## src/rtl/mem_port_arbiter.sv

```systemverilog
// rtl/mem_port_arbiter.sv - fetch/load-store arbiter for a shared single-ported memory
module mem_port_arbiter #(
    parameter int ADDR_W     = 32,
    parameter int DATA_W     = 32,
    parameter int STARVE_LIM = 3
) (
    input  logic                i_clk,
    input  logic                i_rst,
    // instruction fetch side
    input  logic                i_if_req,
    input  logic [ADDR_W-1:0]   i_if_addr,
    output logic                o_if_gnt,
    output logic                o_if_valid,
    output logic [DATA_W-1:0]   o_if_rdata,
    // load/store side
    input  logic                i_d_req,
    input  logic                i_d_we,
    input  logic [ADDR_W-1:0]   i_d_addr,
    input  logic [DATA_W-1:0]   i_d_wdata,
    input  logic [DATA_W/8-1:0] i_d_mask,
    output logic                o_d_gnt,
    output logic                o_d_valid,
    output logic [DATA_W-1:0]   o_d_rdata,
    // unified memory side
    output logic                o_mem_req,
    output logic                o_mem_we,
    output logic [ADDR_W-1:0]   o_mem_addr,
    output logic [DATA_W-1:0]   o_mem_wdata,
    output logic [DATA_W/8-1:0] o_mem_mask,
    input  logic                i_mem_ack,
    input  logic [DATA_W-1:0]   i_mem_rdata,
    // control
    input  logic                i_halt,
    output logic                o_halted
);

    localparam int         MASK_W     = DATA_W / 8;
    localparam logic [3:0] STARVE_MAX = 4'(STARVE_LIM);

    typedef enum logic [1:0] {
        S_IDLE    = 2'd0,
        S_IF_WAIT = 2'd1,
        S_D_WAIT  = 2'd2
    } state_t;

    state_t              state_q,     state_d;
    logic [3:0]          starve_q,    starve_d;
    logic                halt_q,      halt_d;
    logic                mem_req_q,   mem_req_d;
    logic                mem_we_q,    mem_we_d;
    logic [ADDR_W-1:0]   mem_addr_q,  mem_addr_d;
    logic [DATA_W-1:0]   mem_wdata_q, mem_wdata_d;
    logic [MASK_W-1:0]   mem_mask_q,  mem_mask_d;
    logic                if_valid_q,  if_valid_d;
    logic                d_valid_q,   d_valid_d;
    logic [DATA_W-1:0]   if_rdata_q,  if_rdata_d;
    logic [DATA_W-1:0]   d_rdata_q,   d_rdata_d;

    logic if_blocked;
    logic d_win;
    logic if_win;
    logic if_gnt;
    logic d_gnt;

    // Data wins unless fetch has lost STARVE_MAX times in a row; a blocked or
    // absent fetch never holds data off, so the count cannot deadlock data.
    assign if_blocked = halt_q;
    assign d_win      = i_d_req && ((starve_q < STARVE_MAX) || !i_if_req || if_blocked);
    assign if_win     = !d_win && i_if_req && !if_blocked;

    // Next-state, arbitration and command capture; grants only leave IDLE.
    always_comb begin
        state_d     = state_q;
        starve_d    = starve_q;
        halt_d      = halt_q | i_halt;
        mem_req_d   = mem_req_q;
        mem_we_d    = mem_we_q;
        mem_addr_d  = mem_addr_q;
        mem_wdata_d = mem_wdata_q;
        mem_mask_d  = mem_mask_q;
        if_valid_d  = 1'b0;
        d_valid_d   = 1'b0;
        if_rdata_d  = if_rdata_q;
        d_rdata_d   = d_rdata_q;
        if_gnt      = 1'b0;
        d_gnt       = 1'b0;

        case (state_q)
            S_IDLE: begin
                if (d_win) begin
                    d_gnt       = 1'b1;
                    mem_req_d   = 1'b1;
                    mem_we_d    = i_d_we;
                    mem_addr_d  = i_d_addr;
                    mem_wdata_d = i_d_wdata;
                    mem_mask_d  = i_d_mask;
                    state_d     = S_D_WAIT;
                    if (i_if_req && (starve_q != STARVE_MAX)) begin
                        starve_d = starve_q + 4'd1;
                    end
                end else if (if_win) begin
                    if_gnt      = 1'b1;
                    mem_req_d   = 1'b1;
                    mem_we_d    = 1'b0;
                    mem_addr_d  = i_if_addr;
                    mem_wdata_d = '0;
                    mem_mask_d  = '0;
                    starve_d    = 4'd0;
                    state_d     = S_IF_WAIT;
                end
            end
            S_IF_WAIT: begin
                if (i_mem_ack) begin
                    mem_req_d  = 1'b0;
                    if_valid_d = 1'b1;
                    if_rdata_d = i_mem_rdata;
                    state_d    = S_IDLE;
                end
            end
            S_D_WAIT: begin
                if (i_mem_ack) begin
                    mem_req_d = 1'b0;
                    d_valid_d = 1'b1;
                    if (!mem_we_q) begin
                        d_rdata_d = i_mem_rdata;
                    end
                    state_d   = S_IDLE;
                end
            end
            default: begin
                state_d = S_IDLE;
            end
        endcase
    end

    // FSM state register.
    always_ff @(posedge i_clk or negedge i_rst) begin
        if (!i_rst) begin
            state_q <= S_IDLE;
        end else begin
            state_q <= state_d;
        end
    end

    // Command, response, starvation and halt registers; reset drops any
    // in-flight command at once.
    always_ff @(posedge i_clk or negedge i_rst) begin
        if (!i_rst) begin
            starve_q    <= 4'd0;
            halt_q      <= 1'b0;
            mem_req_q   <= 1'b0;
            mem_we_q    <= 1'b0;
            mem_addr_q  <= '0;
            mem_wdata_q <= '0;
            mem_mask_q  <= '0;
            if_valid_q  <= 1'b0;
            d_valid_q   <= 1'b0;
            if_rdata_q  <= '0;
            d_rdata_q   <= '0;
        end else begin
            starve_q    <= starve_d;
            halt_q      <= halt_d;
            mem_req_q   <= mem_req_d;
            mem_we_q    <= mem_we_d;
            mem_addr_q  <= mem_addr_d;
            mem_wdata_q <= mem_wdata_d;
            mem_mask_q  <= mem_mask_d;
            if_valid_q  <= if_valid_d;
            d_valid_q   <= d_valid_d;
            if_rdata_q  <= if_rdata_d;
            d_rdata_q   <= d_rdata_d;
        end
    end

    assign o_if_gnt    = if_gnt;
    assign o_d_gnt     = d_gnt;
    assign o_if_valid  = if_valid_q;
    assign o_if_rdata  = if_rdata_q;
    assign o_d_valid   = d_valid_q;
    assign o_d_rdata   = d_rdata_q;
    assign o_mem_req   = mem_req_q;
    assign o_mem_we    = mem_we_q;
    assign o_mem_addr  = mem_addr_q;
    assign o_mem_wdata = mem_wdata_q;
    assign o_mem_mask  = mem_mask_q;
    assign o_halted    = halt_q && (state_q == S_IDLE);

endmodule

```

## config.mk

```make
export PLATFORM = sky130hd
export DESIGN_NAME = mem_port_arbiter
export DESIGN_NICKNAME = d
export VERILOG_FILES = /design/src/rtl/mem_port_arbiter.sv
export SDC_FILE = /design/constraint.sdc
export NUM_CORES = 1
export LEC_CHECK = 0
export BUFFER_PORTS_ARGS = -buffer_cell sky130_fd_sc_hd__buf_4
export CORE_MARGIN = 8
export CORE_UTILIZATION = 41
export CTS_BUF_LIST = sky130_fd_sc_hd__clkbuf_4
export DETAILED_ROUTE_END_ITERATION = 7
export PLACE_DENSITY = 0.83
export REMOVE_ABC_BUFFERS = 1
export SLEW_MARGIN = 15
export SYNTH_ARGS = -nofsm -noshare
export SYNTH_HDL_FRONTEND = slang
export SYNTH_SLANG_ARGS = --single-unit
```

## constraint.sdc

```tcl
create_clock -name i_clk -period 1.87 [get_ports i_clk]
set_input_delay 0.187 -clock i_clk [delete_from_list [all_inputs] [get_ports i_clk]]
set_output_delay 0.187 -clock i_clk [all_outputs]
set_load 0.1 [all_outputs]
```

* Word-level counts from Yosys, hierarchy flattened *
Cells that the tools add are included.

storage, ports and cells
  output and inout bits = 139
  flip-flop bits (word level) = 143
  bits of input ports = 139
  word-level logic and storage cells = 68

cells by class
  equality and inequality tests = 6
  multiplexer cells = 26
  bitwise operators = 2
  reductions and logical operators = 20
  $lt $le $gt $ge = 1
  add/sub/neg operators = 1

operators by type and width
  kind                                                                      number
  32-bit 2-to-1 mux                                                         4
  4-bit 2-to-1 mux                                                          4
  1-bit 2-to-1 mux                                                          13
  3-bit AND reduction                                                       3
  2-bit 2-to-1 mux                                                          3
  2-bit AND reduction                                                       3
  1-bit logical AND                                                         5
  4-bit by 1-bit adder with 4-bit output (second input constant)            1
  4-bit by 2-bit < comparator with 1-bit output (second input constant)     1
  2-bit by 1-bit inequality test with 1-bit output (second input constant)  2
  4-bit by 2-bit inequality test with 1-bit output (second input constant)  1
  2-bit case mux with 2 select lines                                        1
  2-bit nonzero test                                                        2
  1-bit zero test                                                           3
  3-bit inequality test (second input constant)                             1
  2-bit by 1-bit == test with 1-bit output (second input constant)          1
  2-bit == test (second input constant)                                     1
  2-bit zero test                                                           1
  1-bit logical OR                                                          2
  1-bit case mux with 2 select lines                                        1
  2-bit OR reduction                                                        1
  1-bit inverter                                                            1
  1-bit bitwise OR                                                          1

* Logic depth before layout (Yosys ltp) *
Gate-level depths: netlist of run 1.

  depth in word-level cells = 10
  depth in mapped cells = 8
  gate-level depth less buffers = 5

* Least setup slack after synthesis of run 1 *
No wires, ideal clock.

  path kind = register to output
  start point = reg starve_q[0]
  end point = out o_if_gnt
  arrival time = 3.028 ns
  buffers on the path = 1
  setup slack = -1.345 ns
  cell stages (with the launch flop) = 6
  required time = 1.683 ns
  cell sequence = dfrtp_1 > ha_1 > or3_1 > buf_6 > a21oi_1 > nor3_1

on the way
  word-level cells in the longest chain between the ends = 10

ends and longest elaborated chain
  what                                             line  text
  start: declaration                               47    logic [3:0] starve_q, starve_d;
  start signal: assignment                         161   starve_q <= starve_d;
  4-bit by 2-bit < comparator with 1-bit output *  68    assign d_win = i_d_req && ((starve_q < STARVE_MAX) || !i_if_req || if_blocked);
  1-bit logical OR * (2 in series)                 68
  1-bit logical AND *                              68
  1-bit zero test                                  69    assign if_win = !d_win && i_if_req && !if_blocked;
  1-bit logical AND (2 in series)                  69
  1-bit 2-to-1 mux                                 101   end else if (if_win) begin
  1-bit 2-to-1 mux *                               90    if (d_win) begin
  1-bit 2-to-1 mux *                               88    case (state_q)
  end: declaration                                 12    output logic o_if_gnt,

Every way passes the cells marked *; elsewhere a longest branch is shown, timed or not.

* Worst setup path after layout of run 1 *
  start point = reg starve_q[1]
  end point = out o_d_gnt

on the way
  word-level cells in the longest chain between the ends = 6

ends and longest elaborated chain
  what                                           line  text
  4-bit by 2-bit < comparator with 1-bit output  68
  1-bit logical OR (2 in series)                 68
  1-bit logical AND                              68
  1-bit 2-to-1 mux                               90
  1-bit 2-to-1 mux                               88
  end: declaration                               21    output logic o_d_gnt,

No other way between the ends.

==> results of run 1 <==
==> metal layers <==
layer / up-vias / global-route usage, % / wire length [µm]
met5: - / 0 / 0
met4: 0 / 13.64 / 889
met3: 77 / 8.497 / 2130
met2: 320 / 43.54 / 12810
met1: 3081 / 28.03 / 8854
li1: 2619 / - / -
==> state kept, by name, summed over array words and instances, names as in the netlist, 2 cells and up <==
name / cells
o_mem_addr: 32
o_if_rdata: 32
o_mem_mask: 4
starve_q: 4
o_mem_wdata: 32
state_q: 2
o_d_rdata: 32
==> synth_stat cells (all sizes together) <==
| cell type | instances |
|---|---|
| mux2 | 64 |
| o31ai | 1 |
| a22o | 39 |
| and2 | 3 |
| nand3 | 2 |
| or2 | 1 |
| nor3 | 1 |
| a221o | 1 |
| clkinv | 1 |
| or3 | 1 |
| buf | 21 |
| a32o | 1 |
| nor4 | 32 |
| nand4 | 1 |
| nor2b | 1 |
| a211oi | 32 |
| a2bb2oi | 1 |
| dfrtp | 143 |
| o211ai | 1 |
| a21oi | 3 |
| a41o | 1 |
| nor2 | 1 |
| nand2 | 4 |
| a2111oi | 33 |
| nor3b | 2 |
| o2bb2ai | 2 |
| clkbuf | 26 |
| o21ai | 1 |
| nor4b | 1 |
| o22a | 1 |
| ha | 4 |
| nand2b | 3 |
| inv | 38 |
==> cell usage in the layout (no fill, tap or decap), types with 6 or more instances in the layout <==
cell type and count:
sky130_fd_sc_hd__buf_4 293, sky130_fd_sc_hd__dfrtp_1 143, sky130_fd_sc_hd__dlygate4sd3_1 137, sky130_fd_sc_hd__mux2_2 60, sky130_fd_sc_hd__a22o_1 39, sky130_fd_sc_hd__inv_1 35, sky130_fd_sc_hd__nor4_1 32, sky130_fd_sc_hd__a2111oi_4 32
sky130_fd_sc_hd__a211oi_2 30, sky130_fd_sc_hd__clkbuf_4 17, sky130_fd_sc_hd__buf_12 11, sky130_fd_sc_hd__diode_2 6, sky130_fd_sc_hd__buf_6 6
==> metrics by stage <==
step | hold slack (ps) | worst slack [ps] | cells | TNS, ps
floorplan | -108.6 | -2334 | 420 | -118200
global placement | 118.7 | 66.26 | 904 | 0
detailed placement | 123.9 | -103.4 | 904 | -942.5
CTS | 1.851 | -364.2 | 1078 | -5235
global route | 19.59 | -374.5 | 1091 | -8848
finish | 59.86 | -272.2 | 1094 | -6095
==> layout make-up <==
cell class / instances / share of cell area [%]
timing repair buffer: 452 / 35.72
sequential: 143 / 32.09
multi-input combinational: 238 / 26.03
tap: 184 / 2.064
clock inverter: 15 / 1.503
inverter: 39 / 1.313
clock buffer: 17 / 1.144
antenna: 6 / 0.1346
==> cell families after synthesis <==
| logic type | synth area share (%) |
|---|---|
| flip-flops | 59.16 |
| AO/OA/AOI/OAI | 16.47 |
| buffers and inverters | 6.226 |
| multiplexers | 11.92 |
| AND/OR/NAND/NOR | 5.399 |
| adder cells (fa/ha/maj) | 0.8275 |
==> worst min-delay path by stage <==
stage / to / cells after the start
after global routing: starve_q[2]$_DFFE_PN0P_ / 3
after floorplan: halt_q$_DFF_PN0_ / 0
after detailed placement: o_if_rdata[14]$_DFFE_PN0P_ / 1
final: starve_q[2]$_DFFE_PN0P_ / 3
after global placement: o_if_rdata[14]$_DFFE_PN0P_ / 1
after CTS: o_mem_addr[3]$_DFFE_PN0P_ / 3
==> worst max-delay path, cell delays in order (launching register included) <==
cell and delay [ps]:
sky130_fd_sc_hd__dfrtp_1 410, sky130_fd_sc_hd__ha_2 190, sky130_fd_sc_hd__or3_4 370, sky130_fd_sc_hd__a21oi_4 220, sky130_fd_sc_hd__buf_12 200
==> timing repair <==
item | CTS | global route
resized for setup | 118 | 34
gates cloned | 3 | 0
endpoints found under the setup margin | 34 | 49
pin swaps | 15 | 33
endpoints found under the hold margin | 279 | 2
hold buffers | 135 | 2
setup buffers | 4 | 8
==> qor.tcl, run 1 <==
set qor(multi_input_combinational_cell_area_um2) 2903
set qor(r2r_start) {starve_q[1]$_DFFE_PN0P_}
set qor(ctsHtreeMaxLevel) 4
set qor(yosys_warnings) 0
set qor(seqCellArea_um2) 3578
set qor(synth_top_area_share_pct) 59.16
set qor(detailedRoute.firstIterationViolations) 354
set qor(starting_density_of_the_core_pct) 41.77
set qor(cp-endpoint) {o_d_gnt}
set qor(rr_endpoint) {o_mem_addr[16]$_DFFE_PN0P_}
set qor(combined_global_route_utilization_of_all_metal_layers_pct) 25.69
set qor(coreArea_um2) 14480
set qor(failed_checks) {negative setup slack}
set qor(grt_pass1_wl_mm) 37.37
set qor(numPortBuffers) 277
set qor(timing.critical_path.arrival_ps) 1960
set qor(first_global_vias) 6726
set qor(ios) 278
set qor(ff2ff_setup_slack_ps) -230
set qor(crit_path_end_kind) {primary output}
set qor(post-route-period-util_pct) 114.6
set qor(maxCapViolCount) 0
set qor(ff2ff_path_depth) 8
set qor(number_of_buffers_created_by_cts) 17
set qor(rows) 44
set qor(fill_cells) 800
set qor(worstHoldPathType) {in -> reg}
set qor(design.die.area_um2) 18890
set qor(overall_die_height_um) 137.5
set qor(antenna_left) 0
set qor(yosysTopAreaCell) {sky130_fd_sc_hd__dfrtp_1}
set qor(fmax_ghz) 0.4668
set qor(fp.dieW_um) 137.5
set qor(timing.final.setup_violations) 36
set qor(fin_ws_ps) -272.2
set qor(final_core_utilization_pct) 77.02
set qor(timing_max_transition_violations_final) 0
set qor(synth.yosys.seq_area_share_pct) 59.16
set qor(crit_path_class) {reg -> out}
set qor(area_growth_pct) 84.38
set qor(final_layout_size_suffix_gt1_share_pct) 53.21
set qor(worstPathRequired_ps) 1680
set qor(tritoncts_num_sinks) 143
set qor(via_per_inst) 5.573
set qor(dr_total_vias) 6097
set qor(synth.lib_cells_used.distinct) 40
set qor(routed_length_per_placed_instance_um) 22.56
set qor(grt_max_degree) 65
set qor(ys_seq_elements) 143
set qor(postPlaceCellArea_um2) 8423
set qor(grt_setup_unrepaired) {true}
set qor(clk_transition_reported_paths_ps) 130
set qor(synth.top_cells.by_area) {sky130_fd_sc_hd__dfrtp_1 (59%), sky130_fd_sc_hd__mux2_2 (11%), sky130_fd_sc_hd__a22o_1 (5.6%)}
set qor(clock_latency_ps) 560
set qor(grt_antenna_before_repair) 3
set qor(start_kind) {flip-flop}
set qor(outcome) {finished, violations left}
set qor(clock-skew-final_ps) 16.21
set qor(cp-startpoint) {starve_q[1]$_DFFE_PN0P_}
set qor(syn_avg_cell_area_um2) 12.95
set qor(crit_fanout) 3
set qor(measured_slew_at_the_worst_slew_check_pin_ps) 940.9
set qor(clock_path_buffers) 2
set qor(root_buffer) {sky130_fd_sc_hd__clkbuf_4}
set qor(timing.max_slew.rel_slack_pct) 37.27
set qor(min_period_ps) 2142
set qor(fin_nets) 1034
set qor(synthesis.instances) 467
set qor(sum_of_routed_wire_length_over_all_layers_mm) 24.68
set qor(gr-total-overflow) 0
set qor(holdCritStartpoint) {i_if_req}
set qor(drt_drc_violations_left) 0
set qor(hpwl_mm) 13.48
set qor(post-route-cell-area_um2) 11150
set qor(dr_pass1_iterations) 4
set qor(place.gp.congestion) 0.8667
set qor(tritoncts_clock_tree) {yes}
set qor(finalHoldViolations) 0
set qor(syn_area_um2) 6048
Power of run 1 is left out: the tool's default activity adds up to more than one toggle a clock period on the data nets, which glitch-free logic cannot reach.
==> inputs of run 2 (changes only) <==
--- a/config.mk
+++ b/config.mk
@@ -12,6 +12,7 @@
 export DETAILED_ROUTE_END_ITERATION = 7
 export PLACE_DENSITY = 0.83
 export REMOVE_ABC_BUFFERS = 1
+export SETUP_SLACK_MARGIN = 0.4
 export SLEW_MARGIN = 15
 export SYNTH_ARGS = -nofsm -noshare
 export SYNTH_HDL_FRONTEND = slang
==> qor.tcl, run 2 (synthesized netlist as in run 1, its figures left out) <==
set qor(fin_worst_hold_slack_ps) 54.33
set qor(crit_path_end_kind) {primary output}
set qor(ctsHtreeMaxLevel) 4
set qor(ff2ff_setup_slack_ps) -360
set qor(starting_density_of_the_core_pct) 41.77
set qor(root_buffer) {sky130_fd_sc_hd__clkbuf_4}
set qor(cp-startpoint) {starve_q[1]$_DFFE_PN0P_}
set qor(timing.max_slew.rel_slack_pct) 36.14
set qor(cpMaxStageDelayCell) {sky130_fd_sc_hd__dfrtp_1}
set qor(grt_pass1_wl_mm) 40.19
set qor(fmax_ghz) 0.4431
set qor(path_cells) {ha_2 -> or3_4 -> a21oi_4 -> nor3_2 -> buf_6}
set qor(clock-skew-final_ps) 19.60
set qor(final_layout_size_suffix_gt1_share_pct) 57.61
set qor(pre_cts_slack_ps) -103.4
set qor(tritoncts_clock_tree) {yes}
set qor(timing.final.setup_violations) 74
set qor(critical_path.max_stage_delay_ps) 430
set qor(sum_of_routed_wire_length_over_all_layers_mm) 32.34
set qor(fin_nets) 1069
set qor(finalHoldViolations) 0
set qor(worstPathRequired_ps) 1680
set qor(clk_transition_reported_paths_ps) 140
set qor(layout.cells.most_common) {sky130_fd_sc_hd__buf_4}
set qor(crit_fanout) 3
set qor(number_of_buffers_created_by_cts) 17
set qor(routed_length_per_placed_instance_um) 28.64
set qor(grt_max_degree) 65
set qor(detailedRoute.firstIterationViolations) 539
set qor(seqCellArea_um2) 3583
set qor(antenna_left) 0
set qor(timing.critical_path.arrival_ps) 2070
set qor(clock_path_buffers) 2
set qor(min_period_ps) 2257
set qor(via_per_inst) 5.948
set qor(tritoncts_num_sinks) 143
set qor(first_global_vias) 6987
set qor(start_kind) {flip-flop}
set qor(fill_cells) 524
set qor(hpwl_mm) 13.48
set qor(dr_total_vias) 6715
set qor(crit_family) {simple AND/OR/NAND/NOR gates}
set qor(fp.dieW_um) 137.5
set qor(rows) 44
set qor(ios) 278
set qor(ff2ff_path_depth) 8
set qor(overall_die_height_um) 137.5
set qor(mostFrequentLayoutCells) {sky130_fd_sc_hd__buf_4 (174), sky130_fd_sc_hd__dfrtp_1 (139), sky130_fd_sc_hd__dlygate4sd3_1 (137), sky130_fd_sc_hd__buf_6 (107), sky130_fd_sc_hd__mux2_4 (60)}
set qor(fin_ws_ps) -387.0
set qor(cp-endpoint) {o_if_gnt}
set qor(crit_path_class) {reg -> out}
set qor(multi_input_combinational_cell_area_um2) 3259
set qor(rr_endpoint) {o_mem_addr[22]$_DFFE_PN0P_}
set qor(dr_pass1_iterations) 7
set qor(clock_latency_ps) 580
set qor(place.gp.congestion) 0.8667
set qor(grt_antenna_before_repair) 4
set qor(grt_setup_unrepaired) {true}
set qor(failed_checks) {negative setup slack}
set qor(r2r_start) {state_q[1]$_DFFE_PN0P_}
set qor(timing_max_transition_violations_final) 0
set qor(design.die.area_um2) 18890
set qor(min_delay_path_depth) 3
set qor(measured_slew_at_the_worst_slew_check_pin_ps) 957.9
set qor(cp.buffers_inverters) 1
set qor(area_growth_pct) 110.5
set qor(critical_path_depth) 5
set qor(post-route-period-util_pct) 120.7
set qor(maxCapViolCount) 0
set qor(worstHoldPathType) {in -> reg}
set qor(coreArea_um2) 14480
set qor(outcome) {finished, violations left}
set qor(combined_global_route_utilization_of_all_metal_layers_pct) 27.71
set qor(numPortBuffers) 277
set qor(gr-total-overflow) 0
set qor(drt_drc_violations_left) 0
## run 2: changes by cell type in the layout (fill, tap and decap cells not counted), sizes merged
cell	previous run	this run
clkbuf	17	21
buf	315	346
## run 2: how the worst min path moves through the flow
stage                      start                         end
floorplan                  i_rst            halt_q$_DFF_PN0_
detailed placement         i_rst  o_if_rdata[14]$_DFFE_PN0P_
CTS                 i_if_addr[3]   o_mem_addr[3]$_DFFE_PN0P_
finish                   i_d_req      state_q[1]$_DFFE_PN0P_
global placement           i_rst  o_if_rdata[14]$_DFFE_PN0P_
global route             i_d_req      state_q[1]$_DFFE_PN0P_
## run 2: layout make-up
class,count,area share [%]
Multi-Input combinational cell,238,25.60
Clock buffer,17,1.002
Clock inverter,15,1.317
Sequential cell,143,28.15
Antenna cell,6,0.1179
Timing Repair Buffer,487,40.85
Tap cell,184,1.808
Inverter,39,1.150
## run 2: worst register-to-register path, stage by stage (launching register included)
cell	delay, ps
sky130_fd_sc_hd__dfrtp_1	440
sky130_fd_sc_hd__inv_2	120
sky130_fd_sc_hd__ha_4	190
sky130_fd_sc_hd__buf_6	110
sky130_fd_sc_hd__buf_4	110
sky130_fd_sc_hd__inv_2	60
sky130_fd_sc_hd__buf_16	260
sky130_fd_sc_hd__nor4_1	700
sky130_fd_sc_hd__a211oi_2	110
## run 2: metrics by stage
step	instance area [µm²]	TNS, ps	utilization [%]	cells
5_1_grt	12730	-14890	87.91	1128
2_1_floorplan	5818	-118200	-	420
3_5_place_dp	8423	-942.5	58.17	904
6_report	12730	-12650	87.93	1129
3_3_place_gp	8423	0	58.17	904
4_1_cts	11330	-5287	78.23	1087
## run 2: repair_timing
action,CTS,global route
resized for setup,194,251
hold buffers,135,2
cloned,7,5
pin swaps,18,39
endpoints found under the setup margin,137,276
setup buffers,9,29
endpoints found under the hold margin,279,2
## run 2: layer usage
layer  routed length, µm  GRT usage, %
met1               11020         30.34
met2               16460         48.37
met3                2970         7.914
met4                1891         13.40
met5                   0             0
Power of run 2 is left out for the same reason.
